$ cat src/rtl/fp8_stream_pack.sv
// Two-stage FP32 -> OCP FP8 (E4M3 / E5M2) lane-parallel converter with valid/ready
// handshakes on both sides, per-lane saturation flags and a saturating event counter.
module fp8_stream_pack #(
  parameter int unsigned LANES = 4,
  parameter int unsigned CNT_W = 16
) (
  input  logic                clk,
  input  logic                rst_n,
  input  logic                in_valid,
  output logic                in_ready,
  input  logic [32*LANES-1:0] in_data,
  input  logic                in_fmt,
  output logic                out_valid,
  input  logic                out_ready,
  output logic [8*LANES-1:0]  out_data,
  output logic [LANES-1:0]    out_sat,
  output logic                out_fmt,
  output logic [CNT_W-1:0]    sat_count,
  input  logic                clr_cnt
);

  localparam logic [1:0] ClsZero = 2'd0;
  localparam logic [1:0] ClsNorm = 2'd1;
  localparam logic [1:0] ClsInf  = 2'd2;
  localparam logic [1:0] ClsNan  = 2'd3;
  localparam int unsigned PopW = $clog2(LANES + 1);

  logic                   s1_valid, s1_fmt, s1_load, s2_load;
  logic [LANES-1:0]       s1_sign;
  logic [LANES-1:0][7:0]  s1_exp;
  logic [LANES-1:0][22:0] s1_man;
  logic [LANES-1:0][1:0]  s1_cls;
  logic [LANES-1:0][1:0]  in_cls;
  logic [8*LANES-1:0]     conv_data;
  logic [LANES-1:0]       conv_sat;
  logic [PopW-1:0]        pop;
  logic [CNT_W:0]         cnt_sum;

  function automatic logic [8:0] fp8_conv(input logic sgn, input logic [7:0] ex,
                                          input logic [22:0] man, input logic [1:0] cls,
                                          input logic fmt);
    int          mbits, bias, max_mag, e, sh, tef, mag;
    logic [31:0] sig, kept, rem, half;
    logic        rnd;
    logic [6:0]  max7;
    mbits   = fmt ? 2 : 3;
    bias    = fmt ? 15 : 7;
    max7    = fmt ? 7'h7b : 7'h7e;
    max_mag = int'(max7);
    e       = int'(ex) - 127;
    // Below the min normal the quantum stops shrinking, so the shift grows instead.
    sh      = 23 - mbits + ((1 - bias - e > 0) ? (1 - bias - e) : 0);
    if (sh > 31) sh = 31;
    sig  = {8'd0, 1'b1, man};
    kept = sig >> sh;
    rem  = sig & ((32'd1 << sh) - 32'd1);
    half = 32'd1 << (sh - 1);
    rnd  = (rem > half) || ((rem == half) && kept[0]);
    tef  = (e + bias < 1) ? 1 : e + bias;
    // A rounding carry out of the mantissa ripples into the exponent field here.
    mag  = ((tef - 1) << mbits) + int'(kept) + int'(rnd);
    case (cls)
      ClsZero: fp8_conv = {1'b0, sgn, 7'h00};
      ClsNan:  fp8_conv = {1'b0, sgn, fmt ? 7'h7e : 7'h7f};
      ClsInf:  fp8_conv = {1'b1, sgn, max7};
      default: fp8_conv = (mag > max_mag) ? {1'b1, sgn, max7} : {1'b0, sgn, mag[6:0]};
    endcase
  endfunction

  assign s2_load  = !out_valid || out_ready;
  assign s1_load  = !s1_valid || s2_load;
  assign in_ready = s1_load;

  always_comb begin
    in_cls = '0;
    for (int i = 0; i < LANES; i++) begin
      if (in_data[32*i+23 +: 8] == 8'h00)      in_cls[i] = ClsZero;
      else if (in_data[32*i+23 +: 8] != 8'hff) in_cls[i] = ClsNorm;
      else if (in_data[32*i +: 23] == '0)      in_cls[i] = ClsInf;
      else                                     in_cls[i] = ClsNan;
    end
  end

  always_ff @(posedge clk) begin
    if (!rst_n) begin
      s1_valid <= 1'b0;
      s1_fmt   <= 1'b0;
      s1_sign  <= '0;
      s1_exp   <= '0;
      s1_man   <= '0;
      s1_cls   <= '0;
    end else if (s1_load) begin
      s1_valid <= in_valid;
      if (in_valid) begin
        s1_fmt <= in_fmt;
        s1_cls <= in_cls;
        for (int i = 0; i < LANES; i++) begin
          s1_sign[i] <= in_data[32*i+31];
          s1_exp[i]  <= in_data[32*i+23 +: 8];
          s1_man[i]  <= in_data[32*i +: 23];
        end
      end
    end
  end

  always_comb begin
    conv_data = '0;
    conv_sat  = '0;
    for (int i = 0; i < LANES; i++) begin
      {conv_sat[i], conv_data[8*i +: 8]} =
          fp8_conv(s1_sign[i], s1_exp[i], s1_man[i], s1_cls[i], s1_fmt);
    end
  end

  always_ff @(posedge clk) begin
    if (!rst_n) begin
      out_valid <= 1'b0;
      out_data  <= '0;
      out_sat   <= '0;
      out_fmt   <= 1'b0;
    end else if (s2_load) begin
      out_valid <= s1_valid;
      if (s1_valid) begin
        out_data <= conv_data;
        out_sat  <= conv_sat;
        out_fmt  <= s1_fmt;
      end
    end
  end

  always_comb begin
    pop = '0;
    for (int i = 0; i < LANES; i++) begin
      pop = pop + PopW'(out_sat[i]);
    end
    cnt_sum = {1'b0, sat_count} + (CNT_W + 1)'(pop);
  end

  always_ff @(posedge clk) begin
    if (!rst_n || clr_cnt) begin
      sat_count <= '0;
    end else if (out_valid && out_ready) begin
      sat_count <= cnt_sum[CNT_W] ? '1 : cnt_sum[CNT_W-1:0];
    end
  end

endmodule

$ cat config.mk
export PLATFORM = sky130hd
export DESIGN_NAME = fp8_stream_pack
export DESIGN_NICKNAME = d
export VERILOG_FILES = /design/src/rtl/fp8_stream_pack.sv
export SDC_FILE = /design/constraint.sdc
export NUM_CORES = 1
export LEC_CHECK = 0
export ABC_AREA = 1
export CAP_MARGIN = 10
export CORE_MARGIN = 2
export CORE_UTILIZATION = 30
export DETAILED_ROUTE_END_ITERATION = 7
export MAX_ROUTING_LAYER = met4
export PLACE_DENSITY_LB_ADDON = 0.05
export SLEW_MARGIN = 20
export SYNTH_ARGS = -nofsm -noshare
export SYNTH_HDL_FRONTEND = slang
export SYNTH_SLANG_ARGS = --single-unit
$ cat constraint.sdc
create_clock -name clk -period 9.5 [get_ports clk]
set_clock_uncertainty 0.2 [all_clocks]
set_input_delay 1.9 -clock clk [delete_from_list [all_inputs] [get_ports clk]]
set_output_delay 1.9 -clock clk [all_outputs]
set_load 0.02 [all_outputs]
# Word-level counts from Yosys, hierarchy flattened
# Cells that the tools add are included.
op_classes:
  addsub: 42
  magnitude_cmp: 20
  eq_ne: 16
  shifts: 16
  mux: 37
  bitwise: 4
  n_reduce_logical: 29
op_table:
  columns: ["op", "count"]
  rows:
  - ["$mux 32", 12]
  - ["$shl 1x32->32 const A", 8]
  - ["$sub 32x2->32 const B", 8]
  - ["$add 32x2->32", 4]
  - ["$add 32x32->32", 4]
  - ["$add 6x32->32", 4]
  - ["$and 24x32->32", 4]
  - ["$eq 32x32->1", 4]
  - ["$gt 32x1->1 const B", 4]
  - ["$gt 32x32->1", 4]
  - ["$gt 32x6->1 const B", 4]
  - ["$gt 32x8->1", 4]
  - ["$lt 32x2->1 const B", 4]
  - ["$shr 24x32->32", 4]
  - ["$sub 32x1->32 const B", 4]
  - ["$pmux 9 s3", 4]
  - ["$shl 32x32->32", 3]
  - ["$logic_not 23->1", 4]
  - ["$add 9x5->10", 4]
  - ["$sub 5x9->10", 4]
  - ["$mux 9", 4]
  - ["$sub 8x7->9 const B", 4]
  - ["$logic_not 8->1", 4]
  - ["$ne 8x8->1 const B", 4]
  - ["other kinds (18)", 53]
word_totals:
  reg_bits: 192
  in_bits: 134
  out_inout_bits: 55
  wordCells: 184

# Depth between registers and ports, before layout
# Gate-level depths: netlist of run 1.
depth:
  depth_word: 18
  mapped_depth: 85
  depth_no_buf: 84

# Least setup slack after synthesis of run 1
# OpenSTA, ideal clock, no wires.
synth_path:
  path_kind: "register to register"
  startpoint: "register s1_exp[16] (netlist name)"
  endpoint: "register out_data[16]"
  setup_ns: 0.070
  t_arrival_ns: 9.509
  t_required_ns: 9.230
  slack_ns: -0.279
  path_stages_with_launch: 82
  n_path_buf: 4
  period_less_slack_ns: 9.779
  path_cell_list: "dfxtp_1 -> buf_4 -> nand3_2 -> nand2_1 -> nand2_1 -> ha_1 -> nand2_1 -> o21ai_1 -> inv_1 -> nand2_1 -> nand2_1 -> nor2_2 -> nand3_1 -> nor2_2 -> nor2_4 -> inv_1 -> nor2_1 -> ha_1 -> (+46 left out) -> nand2_1 -> nand3_1 -> or3_1 -> nand2_1 -> nand4_1 -> nor2_1 -> nand2_1 -> nor2_1 -> nand2_1 -> nor2_1 -> nand2_1 -> nor2_1 -> nand2_1 -> nand2_1 -> nand2_1 -> nand2_1 -> nand2_1 -> a21oi_1"
synth_between:
  elab_chain_cells: 17
synth_lines:
  columns: ["item", "line_no", "text"]
  rows:
  - ["start, declared", "30", "logic [LANES-1:0][7:0] s1_exp;"]
  - ["start signal, assigned by index", "99", "s1_exp[i] <= in_data[32*i+23 +: 8];"]
  - ["$sub 8x7->9 *", "50", "e = int'(ex) - 127;"]
  - ["parallel branches: the longest is 12 deep, another holds $gt 32x1->1", null, null]
  - ["$add 32x2->32 *", "61", "mag = ((tef - 1) << mbits) + int'(kept) + int'(rnd);"]
  - ["$gt 32x8->1", "66", "default: fp8_conv = (mag > max_mag) ? {1'b1, sgn, max7} : {1'b0, sgn, mag[6:0]};"]
  - ["$mux 9 *", "66", null]
  - ["$pmux 9 s3 *", "62", "case (cls)"]
  - ["end signal, assigned", "124", "out_data <= conv_data;"]
  - ["end, declared", "15", "output logic [8*LANES-1:0] out_data,"]
# Mark *: on every way between the ends.
# A chain may end at the register's enable or synchronous reset.

# Final worst setup path of run 1
# Ends and elaborated chain as after synthesis.

==> results of run 1 <==
final cells by class:
type	count	area share, %
timing repair buffer	826	17.4
tap	1254	3.99
sequential	192	9.90
clock inverter	14	0.430
antenna	1	0.00637
inverter	630	6.18
multi-input combinational	3993	61.0
clock buffer	17	1.08
power groups by stage:
stage	clock [mW]	sequential, mW	combinational, mW
final	0.774	0.906	2.19
after global routing	0.835	0.912	2.46
after CTS	0.814	0.904	2.01
after detailed placement	0	0.923	1.95
after global placement	0	0.923	1.96
after floorplan	0	0.919	1.20
critical path: cells and delay by family, from the launching register on:
kind,cells,cell delay (ns)
flops,1,0.39
fa+ha+maj,6,1.24
simple gates,45,4.34
compound gates,16,2.17
buf+inv,7,0.79
xor+xnor,1,0.18
worst max-delay path by stage:
stage / from / end / slack (ns) / cells after the start
2_1_floorplan: s1_exp[24]$_SDFFE_PN0P_ / out_data[24]$_SDFFE_PN0P_ / 0.02 / 69
3_3_place_gp: s1_fmt$_SDFFE_PN0P_ / out_data[9]$_SDFFE_PN0P_ / -0.77 / 69
3_5_place_dp: s1_fmt$_SDFFE_PN0P_ / out_data[17]$_SDFFE_PN0P_ / -0.85 / 71
4_1_cts: s1_exp[16]$_SDFFE_PN0P_ / out_data[16]$_SDFFE_PN0P_ / 0.0006 / 80
5_1_grt: s1_fmt$_SDFFE_PN0P_ / out_data[24]$_SDFFE_PN0P_ / -0.70 / 70
6_report: s1_exp[16]$_SDFFE_PN0P_ / out_data[16]$_SDFFE_PN0P_ / 0.12 / 75
cell usage in the layout (no fill, tap or decap), types with 112 or more instances in the layout:
cell type        instances
a21oi_1                327
buf_4                  609
clkdlybuf4s50_1        187
conb_1                 124
dfxtp_1                175
ha_1                   263
inv_1                  550
nand2_1                931
nand3_1                313
nand4_1                112
nor2_1                 582
o21ai_0                361
flip-flops by register name, summed over array words and instances (netlist names):
signal,flops
out_data,32
out_fmt,1
out_sat,4
out_valid,1
s1_cls,8
s1_exp,32
s1_fmt,1
s1_man,92
s1_sign,4
s1_valid,1
sat_count,16
timing repair:
| item | 4_1_cts | 5_1_grt |
|---|---|---|
| buffers inserted | 23 | 70 |
| resized for setup | 131 | 449 |
| endpoints found under the hold margin | 0 | 0 |
| gates cloned | 1 | 0 |
| pin swaps | 49 | 234 |
| endpoints found under the setup margin | 32 | 32 |
per-layer routing:
| layer | routed length (um) | track usage [%] | up-vias | part of all wire (%) |
|---|---|---|---|---|
| met1 | 52900 | 29.7 | 15400 | 49 |
| met3 | 3900 | 2.77 | 106 | 3.6 |
| met5 | 0 | - | - | 0 |
| met4 | 2090 | 5.45 | 0 | 1.9 |
| met2 | 49600 | 36.3 | 558 | 46 |
| li1 | - | - | 17800 | - |
kinds of logic (layout without fill, tap and decap cells):
group           count (synthesis)  in the layout  synth area share (%)
buf+inv                       779           1487                  10.6
mux                            11             11                 0.394
other cells                     2            125                0.0266
simple gates                 2438           2438                  38.1
xor+xnor                      130            130                  4.16
fa+ha+maj                     301            301                  13.4
compound gates                989            989                  19.7
flops                         192            192                  13.6
metrics by stage:
| step | setup slack [ns] | hold slack [ns] | instance area [um2] |
|---|---|---|---|
| after floorplan | 0.0222 | 0.230 | 28700 |
| after global placement | -0.766 | 0.243 | 35700 |
| after detailed placement | -0.854 | 0.250 | 35700 |
| after CTS | 0.000642 | 0.264 | 37000 |
| after global routing | -0.699 | 0.287 | 39300 |
| final | 0.120 | 0.258 | 39300 |
==> results.sh, run 1 <==
export IMPL_areaGrowthSynthToFinish_pct=39.0
export IMPL_path_common_cell="nand2_1"
export IMPL_dpl_hpwl_um=88800
export IMPL_swShare_pct=45.6
export IMPL_status="finished, final reports clean"
export IMPL_die_area_mm2=0.0966
export IMPL_drv_slew=0
export IMPL_ys_seq_area_share_pct=13.6
export IMPL_pwr_share_seq_pct=23.4
export IMPL_crit_type="register to register"
export IMPL_die_w_um=311
export IMPL_p_per_area_mw_per_mm2=98.6
export IMPL_yosysMostFrequentCell="nand2_1"
export IMPL_core_mm2=0.0933
export IMPL_grt_setup_unrepaired="true"
export IMPL_num_nets_final=6095
export IMPL_clock_sinks=192
export IMPL_io_pins=189
export IMPL_via_per_inst=4.89
export IMPL_antenna_found_initial=3
export IMPL_root_buffer="clkbuf_16"
export IMPL_worstSetupEndpointType="register"
export IMPL_synthTopCellsByArea="dfxtp_1, nand2_1, ha_1"
export IMPL_yosys_warnings=0
export IMPL_p_total_mw=3.87
export IMPL_hold_start="s1_man[70]$_SDFFE_PN0P_"
export IMPL_first_pass_iters=7
export IMPL_drive_gt1_share_pct=21.9
export IMPL_io_buffers=188
export IMPL_grt_max_degree=84
export IMPL_clockBufferDepth=2
export IMPL_grt_pass1_vias=32300
export IMPL_routed_wl_um=109000
export IMPL_netlist_area_mm2=0.0283
export IMPL_fin_tns_setup_ns=0
export IMPL_hold_viol_final=0
export IMPL_multiInputGateArea_mm2=0.0240
export IMPL_rr_endpoint="out_data[16]$_SDFFE_PN0P_"
export IMPL_r2r_slack_ns=0.12
export IMPL_instances_no_fill=6927
export IMPL_p_int_mw=2.11
export IMPL_ctsHoldBuffers=0
export IMPL_synth_top_area_share_pct=13.6
export IMPL_max_slew_worst_pin_slew_ns=1.02
export IMPL_post_route_period_util_pct=98.7
export IMPL_row_count=112
export IMPL_fmax_ghz=0.107
export IMPL_clkPwrFrac_pct=20.0
export IMPL_cp_max_fo=5
export IMPL_dpl_cell_count=6803
export IMPL_max_cap_violations=0
export IMPL_cts_tree="yes"
export IMPL_pwr_share_comb_pct=56.6
export IMPL_holdPathStages=2
export IMPL_min_delay_worst_endpoint="s1_man[70]$_SDFFE_PN0P_"
export IMPL_slowest_delay_ns=0.39
export IMPL_ant_nets=0
export IMPL_drtIter0Drc=1876
export IMPL_clk_pin_slew_worst_paths_ns=0.09
export IMPL_grt_overflow_total=0
export IMPL_drc=0
export IMPL_setup_viol=0
export IMPL_final_core_util_pct=42.1
export IMPL_start_util_pct=30.3
export IMPL_avgRoutedWirePerCell_um=15.7
export IMPL_seq_area_mm2=0.00389
export IMPL_fill_cells=10300
export IMPL_yosysTopAreaCell="dfxtp_1"
export IMPL_r2r_start="s1_exp[16]$_SDFFE_PN0P_"
export IMPL_synth_ff_type="dfxtp_1"
export IMPL_htreeDepth=4
export IMPL_slew_headroom_pct=32.2
export IMPL_chipHeight_um=311
export IMPL_p_sw_mw=1.77
export IMPL_grt_pass1_wl_um=171000
export IMPL_grt_total_usage_pct=22.5
export IMPL_synthDistinctLibCells=75
export IMPL_ir_worst_vdd_v=0.000114
export IMPL_finalCriticalPeriod_ns=9.38
export IMPL_start_kind="register"
export IMPL_yosys_top_cells_count="nand2_1, nor2_1, inv_1, o21ai_0, a21oi_1"
export IMPL_cpMaxStageDelayCell="dfxtp_4"
export IMPL_ys_ff_latch=192
export IMPL_reg2reg_depth=75
export IMPL_numCtsBuffers=17
export IMPL_gp_congestion=0.934
export IMPL_critical_path_arrival_ns=9.64
export IMPL_vias=33900
export IMPL_syn_area_per_cell_um2=5.83
export IMPL_synth_edf_count=0
export IMPL_synthCells=4842
export IMPL_leakage_nw=18.3
export IMPL_insertion_delay_ns=0.53
export IMPL_worst_ep_required_time_ns=9.76
export IMPL_hold_class="register to register"
export IMPL_synthArstFlopShare_pct=0
Power figures use the tool's default switching activity.
==> inputs of run 2 (changes only) <==
CORE_UTILIZATION = 27   (was 30)
==> results.sh, run 2 (synthesis gave the netlist of run 1 again) <==
export IMPL_status="finished, final reports clean"
export IMPL_worst_ep_required_time_ns=9.77
export IMPL_drv_slew=0
export IMPL_cts_tree="yes"
export IMPL_instances_no_fill=7087
export IMPL_antenna_found_initial=6
export IMPL_p_sw_mw=1.80
export IMPL_avgRoutedWirePerCell_um=15.7
export IMPL_drtIter0Drc=1768
export IMPL_ir_worst_vdd_v=0.000115
export IMPL_regMostFlops="s1_man"
export IMPL_grt_setup_unrepaired="true"
export IMPL_final_core_util_pct=38.3
export IMPL_core_mm2=0.104
export IMPL_fill_cells=11500
export IMPL_swShare_pct=45.8
export IMPL_die_w_um=327
export IMPL_hold_class="register to register"
export IMPL_vias=33800
export IMPL_via_per_inst=4.76
export IMPL_cp_max_fo=6
export IMPL_fmax_ghz=0.107
export IMPL_clockBufferDepth=2
export IMPL_leakage_nw=18.4
export IMPL_grt_pass1_vias=32500
export IMPL_io_pins=189
export IMPL_crit_type="register to register"
export IMPL_multiInputGateArea_mm2=0.0240
export IMPL_row_count=118
export IMPL_critical_path_arrival_ns=9.62
export IMPL_routed_wl_um=112000
export IMPL_seq_area_mm2=0.00389
export IMPL_areaGrowthSynthToFinish_pct=40.6
export IMPL_clkPwrFrac_pct=20.5
export IMPL_p_int_mw=2.14
export IMPL_htreeDepth=4
export IMPL_slew_headroom_pct=32.7
export IMPL_grt_max_degree=205
export IMPL_start_kind="register"
export IMPL_hold_viol_final=0
export IMPL_max_cap_violations=0
export IMPL_dpl_cell_area_mm2=0.0361
export IMPL_start_util_pct=27.3
export IMPL_dpl_hpwl_um=91200
export IMPL_layout_commonest_cell="nand2_1"
export IMPL_drc=0
export IMPL_grt_overflow_total=0
export IMPL_path_common_cell="nand2_1"
export IMPL_num_nets_final=6124
export IMPL_dpl_cell_count=6961
export IMPL_p_per_area_mw_per_mm2=99.1
export IMPL_top_regs="s1_man (92), out_data (32), s1_exp (32)"
export IMPL_post_route_period_util_pct=98.4
export IMPL_grt_pass1_wl_um=175000
export IMPL_mostFrequentLayoutCells="nand2_1, buf_4, nor2_1"
export IMPL_pwr_share_comb_pct=56.5
export IMPL_ant_nets=0
export IMPL_die_area_mm2=0.107
export IMPL_holdWs_ns=0.264
export IMPL_first_pass_iters=5
export IMPL_clock_sinks=192
export IMPL_p_total_mw=3.94
export IMPL_root_buffer="clkbuf_16"
export IMPL_gp_congestion=0.905
export IMPL_drive_gt1_share_pct=22.8
export IMPL_pwr_share_seq_pct=23.0
export IMPL_stdcell_area_mm2=0.0397
export IMPL_numCtsBuffers=17
export IMPL_grt_total_usage_pct=20.9
export IMPL_io_buffers=188
export IMPL_insertion_delay_ns=0.54
export IMPL_chipHeight_um=327
export IMPL_clk_pin_slew_worst_paths_ns=0.10
export IMPL_largest_reg_flops=92
export IMPL_cpMaxStageDelayCell="dfxtp_4"
export IMPL_slowest_delay_ns=0.40
export IMPL_max_slew_worst_pin_slew_ns=1.01
export IMPL_setup_viol=0
export IMPL_finalCriticalPeriod_ns=9.35
export IMPL_worstSetupEndpointType="register"
## run 2: cell count changes in the layout (fill, tap and decap cells not counted), moves of 7 or more
cell,previous run,this run
buf_4,609,640
nor2_4,35,27
nand2_4,17,25
ha_1,263,256
nand2_1,931,919
nand2_2,97,105
nor2_2,63,72
## run 2: stage by stage
stage          setup WS (ns)  setup TNS [ns]
2_1_floorplan         0.0222               0
3_3_place_gp          -0.752          -15.60
3_5_place_dp          -0.750          -18.23
4_1_cts             0.000100               0
5_1_grt               -0.519          -11.26
6_report               0.153               0
## run 2: cell type report
cell class | instances | share of cell area (%)
Antenna cell | 5 | 0.0315
Clock inverter | 14 | 0.416
Multi-Input combinational cell | 3993 | 60.4
Tap cell | 1380 | 4.35
Timing Repair Buffer | 855 | 17.8
Sequential cell | 192 | 9.79
Inverter | 630 | 6.10
Clock buffer | 18 | 1.11
## run 2: path summary, 6_finish.rpt
check | from | endpoint | slack (ns) | cells past startpoint
setup / recovery | s1_fmt$_SDFFE_PN0P_ | out_data[8]$_SDFFE_PN0P_ | 0.15 | 72
hold / removal | s1_man[1]$_SDFFE_PN0P_ | s1_man[1]$_SDFFE_PN0P_ | 0.26 | 2
setup reg to reg | s1_fmt$_SDFFE_PN0P_ | out_data[8]$_SDFFE_PN0P_ | 0.15 | 72
hold reg to reg | s1_man[1]$_SDFFE_PN0P_ | s1_man[1]$_SDFFE_PN0P_ | 0.26 | 2
## run 2: metal layers
metal  vias up  global-route usage [%]  part of all wire, %
met1     15400                    28.1                   50
met4         0                    3.87                  1.3
met2       476                    33.9                   46
met3        67                    2.57                  3.3
met5         -                       -                    0
li1      17800                       -                    -
## run 2: power by group through the flow
stage | combinational, mW | clock (mW) | sequential (mW)
floorplan | 1.20 | 0 | 0.919
global placement | 2.00 | 0 | 0.924
detailed placement | 1.99 | 0 | 0.924
CTS | 2.04 | 0.852 | 0.906
global route | 2.49 | 0.874 | 0.914
finish | 2.22 | 0.808 | 0.907
## run 2: worst max-delay path: cells and delay by family (launching register included)
family / cells / cell delay [ns]
compound gates: 16 / 2.07
xor+xnor: 2 / 0.31
fa+ha+maj: 7 / 1.47
buf+inv: 11 / 1.15
flops: 1 / 0.40
mux: 1 / 0.18
simple gates: 35 / 3.45
## run 2: what timing repair did
action,CTS,global route
buffers inserted,17,75
pin swaps,42,235
hold buffers,0,0
gates cloned,1,1
hold endpoints to repair,0,0
endpoints found under the setup margin,32,32
gates resized for setup,125,477
==> inputs of run 3 (changes only) <==
CORE_UTILIZATION = 50   (was 27)
==> results.sh, run 3 (synthesis gave the netlist of run 1 again) <==
export IMPL_hold_class="register to register"
export IMPL_drv_slew=0
export IMPL_drtIter0Drc=2283
export IMPL_hold_viol_final=0
export IMPL_grt_max_degree=103
export IMPL_worstSetupEndpointType="register"
export IMPL_clock_sinks=192
export IMPL_top_regs="s1_man (92), out_data (32), s1_exp (32)"
export IMPL_fin_ws_ns=-0.0938
export IMPL_finalCriticalPeriod_ns=9.59
export IMPL_fmax_ghz=0.104
export IMPL_setup_viol=8
export IMPL_reg2reg_depth=77
export IMPL_ir_worst_vdd_v=0.000169
export IMPL_violations="setup timing"
export IMPL_leakage_nw=17.6
export IMPL_start_kind="register"
export IMPL_cpMaxStageDelayCell="dfxtp_4"
export IMPL_cts_tree="yes"
export IMPL_ant_nets=0
export IMPL_wl_met3_um=4460
export IMPL_holdPathStages=2
export IMPL_io_buffers=188
export IMPL_root_buffer="clkbuf_16"
export IMPL_min_delay_worst_endpoint="s1_man[24]$_SDFFE_PN0P_"
export IMPL_wirelength_met1_um=43400
export IMPL_routed_wl_um=95900
export IMPL_r2r_start="s1_fmt$_SDFFE_PN0P_"
export IMPL_insertion_delay_ns=0.53
export IMPL_status="complete, but fails checks"
export IMPL_max_slew_worst_pin_slew_ns=1.15
export IMPL_diodes=0
export IMPL_top_layer="met4"
export IMPL_pre_cts_ws_ns=-0.819
export IMPL_via_per_inst=5.42
export IMPL_grt_setup_unrepaired="true"
export IMPL_numCtsBuffers=17
export IMPL_io_pins=189
export IMPL_clk_pin_slew_worst_paths_ns=0.08
export IMPL_instances_no_fill=6270
export IMPL_largest_reg_flops=92
export IMPL_first_pass_iters=6
export IMPL_start_util_pct=50.3
export IMPL_dpl_cell_count=6162
export IMPL_drive_gt1_share_pct=19.9
export IMPL_max_cap_violations=0
export IMPL_grt_overflow_total=0
export IMPL_die_w_um=242
export IMPL_layout_commonest_cell="nand2_1"
export IMPL_chipHeight_um=242
export IMPL_post_route_period_util_pct=101
export IMPL_holdWs_ns=0.263
export IMPL_slowest_delay_ns=0.43
export IMPL_grt_pass1_wl_um=153000
export IMPL_clockBufferDepth=2
export IMPL_fin_tns_setup_ns=-0.455
export IMPL_cp_max_fo=7
export IMPL_num_nets_final=5936
export IMPL_rr_endpoint="out_data[17]$_SDFFE_PN0P_"
export IMPL_antenna_found_initial=0
export IMPL_gp_congestion=0.974
export IMPL_areaGrowthSynthToFinish_pct=32.6
export IMPL_htreeDepth=4
export IMPL_hold_start="s1_man[24]$_SDFFE_PN0P_"
export IMPL_row_count=87
export IMPL_slew_headroom_pct=23.3
export IMPL_vias=34000
export IMPL_drc=0
export IMPL_worst_ep_required_time_ns=9.70
export IMPL_dpl_hpwl_um=75400
export IMPL_critical_path_arrival_ns=9.80
export IMPL_p_total_mw=3.75
export IMPL_wl_met2_um=45500
export IMPL_p_per_area_mw_per_mm2=100
export IMPL_crit_type="register to register"
export IMPL_mostFrequentLayoutCells="nand2_1, nor2_1, inv_1"
export IMPL_die_area_mm2=0.0584
export IMPL_r2r_slack_ns=-0.09
export IMPL_core_mm2=0.0562
export IMPL_grt_total_usage_pct=32.2
export IMPL_avgRoutedWirePerCell_um=15.3
export IMPL_regMostFlops="s1_man"
export IMPL_grt_pass1_vias=31400
[run 3: cell count changes in the layout (fill, tap and decap cells not counted), sizes merged]
| cell | before | now |
|---|---|---|
| clkbuf | 19 | 17 |
| buf | 667 | 480 |
| inv | 623 | 629 |
| clkinv | 19 | 12 |
| diode | 5 | 0 |
| clkinvlp | 2 | 4 |
[run 3: through the flow]
step | utilization (%) | instance area (um2)
after floorplan | - | 28700
after global placement | 60.5 | 34000
after detailed placement | 60.5 | 34000
after CTS | 62.4 | 35000
after global routing | 66.7 | 37500
final | 66.7 | 37500
[run 3: critical path, delay by kind of cell (launching register included)]
kind	cells	cell delay [ns]
compound gates	18	2.57
fa+ha+maj	6	1.14
buf+inv	10	1.03
flops	1	0.43
simple gates	43	4.09
[run 3: cell type report]
| type | count | area, um2 |
|---|---|---|
| Clock inverter | 15 | 148 |
| Clock buffer | 17 | 425 |
| Inverter | 630 | 2410 |
| Timing Repair Buffer | 667 | 5590 |
| Fill cell | 5422 | 18700 |
| Tap cell | 756 | 946 |
| Multi-Input combinational cell | 3993 | 24100 |
| Sequential cell | 192 | 3890 |
[run 3: how the worst max path moves through the flow]
stage                                 start                   endpoint  slack, ns  depth (start not counted)
floorplan           s1_exp[24]$_SDFFE_PN0P_  out_data[24]$_SDFFE_PN0P_       0.02                         69
global placement        s1_fmt$_SDFFE_PN0P_  out_data[17]$_SDFFE_PN0P_      -0.74                         75
detailed placement      s1_fmt$_SDFFE_PN0P_  out_data[17]$_SDFFE_PN0P_      -0.82                         75
CTS                 s1_exp[16]$_SDFFE_PN0P_  out_data[16]$_SDFFE_PN0P_      0.002                         81
global route        s1_exp[16]$_SDFFE_PN0P_  out_data[16]$_SDFFE_PN0P_      -0.76                         83
finish                  s1_fmt$_SDFFE_PN0P_  out_data[17]$_SDFFE_PN0P_      -0.09                         77
[run 3: what timing repair did]
action	in CTS	in global routing
hold buffers	0	0
cloned	1	1
resized for setup	92	500
setup buffers	18	62
endpoints found under the setup margin	27	32
pin swaps	35	242
[run 3: power by group]
part | total, mW | internal (mW) | switching, mW | leakage (nW)
logic | 2.09 | 0.828 | 1.26 | 15.7
registers | 0.904 | 0.857 | 0.0471 | 1.60
clock network | 0.756 | 0.348 | 0.409 | 0.277
[run 3: routing by layer]
metal	vias to the layer above	track usage (%)
met2	929	53.5
met4	0	9.80
met5	-	-
met1	15400	41.3
met3	165	2.99
li1	17500	-
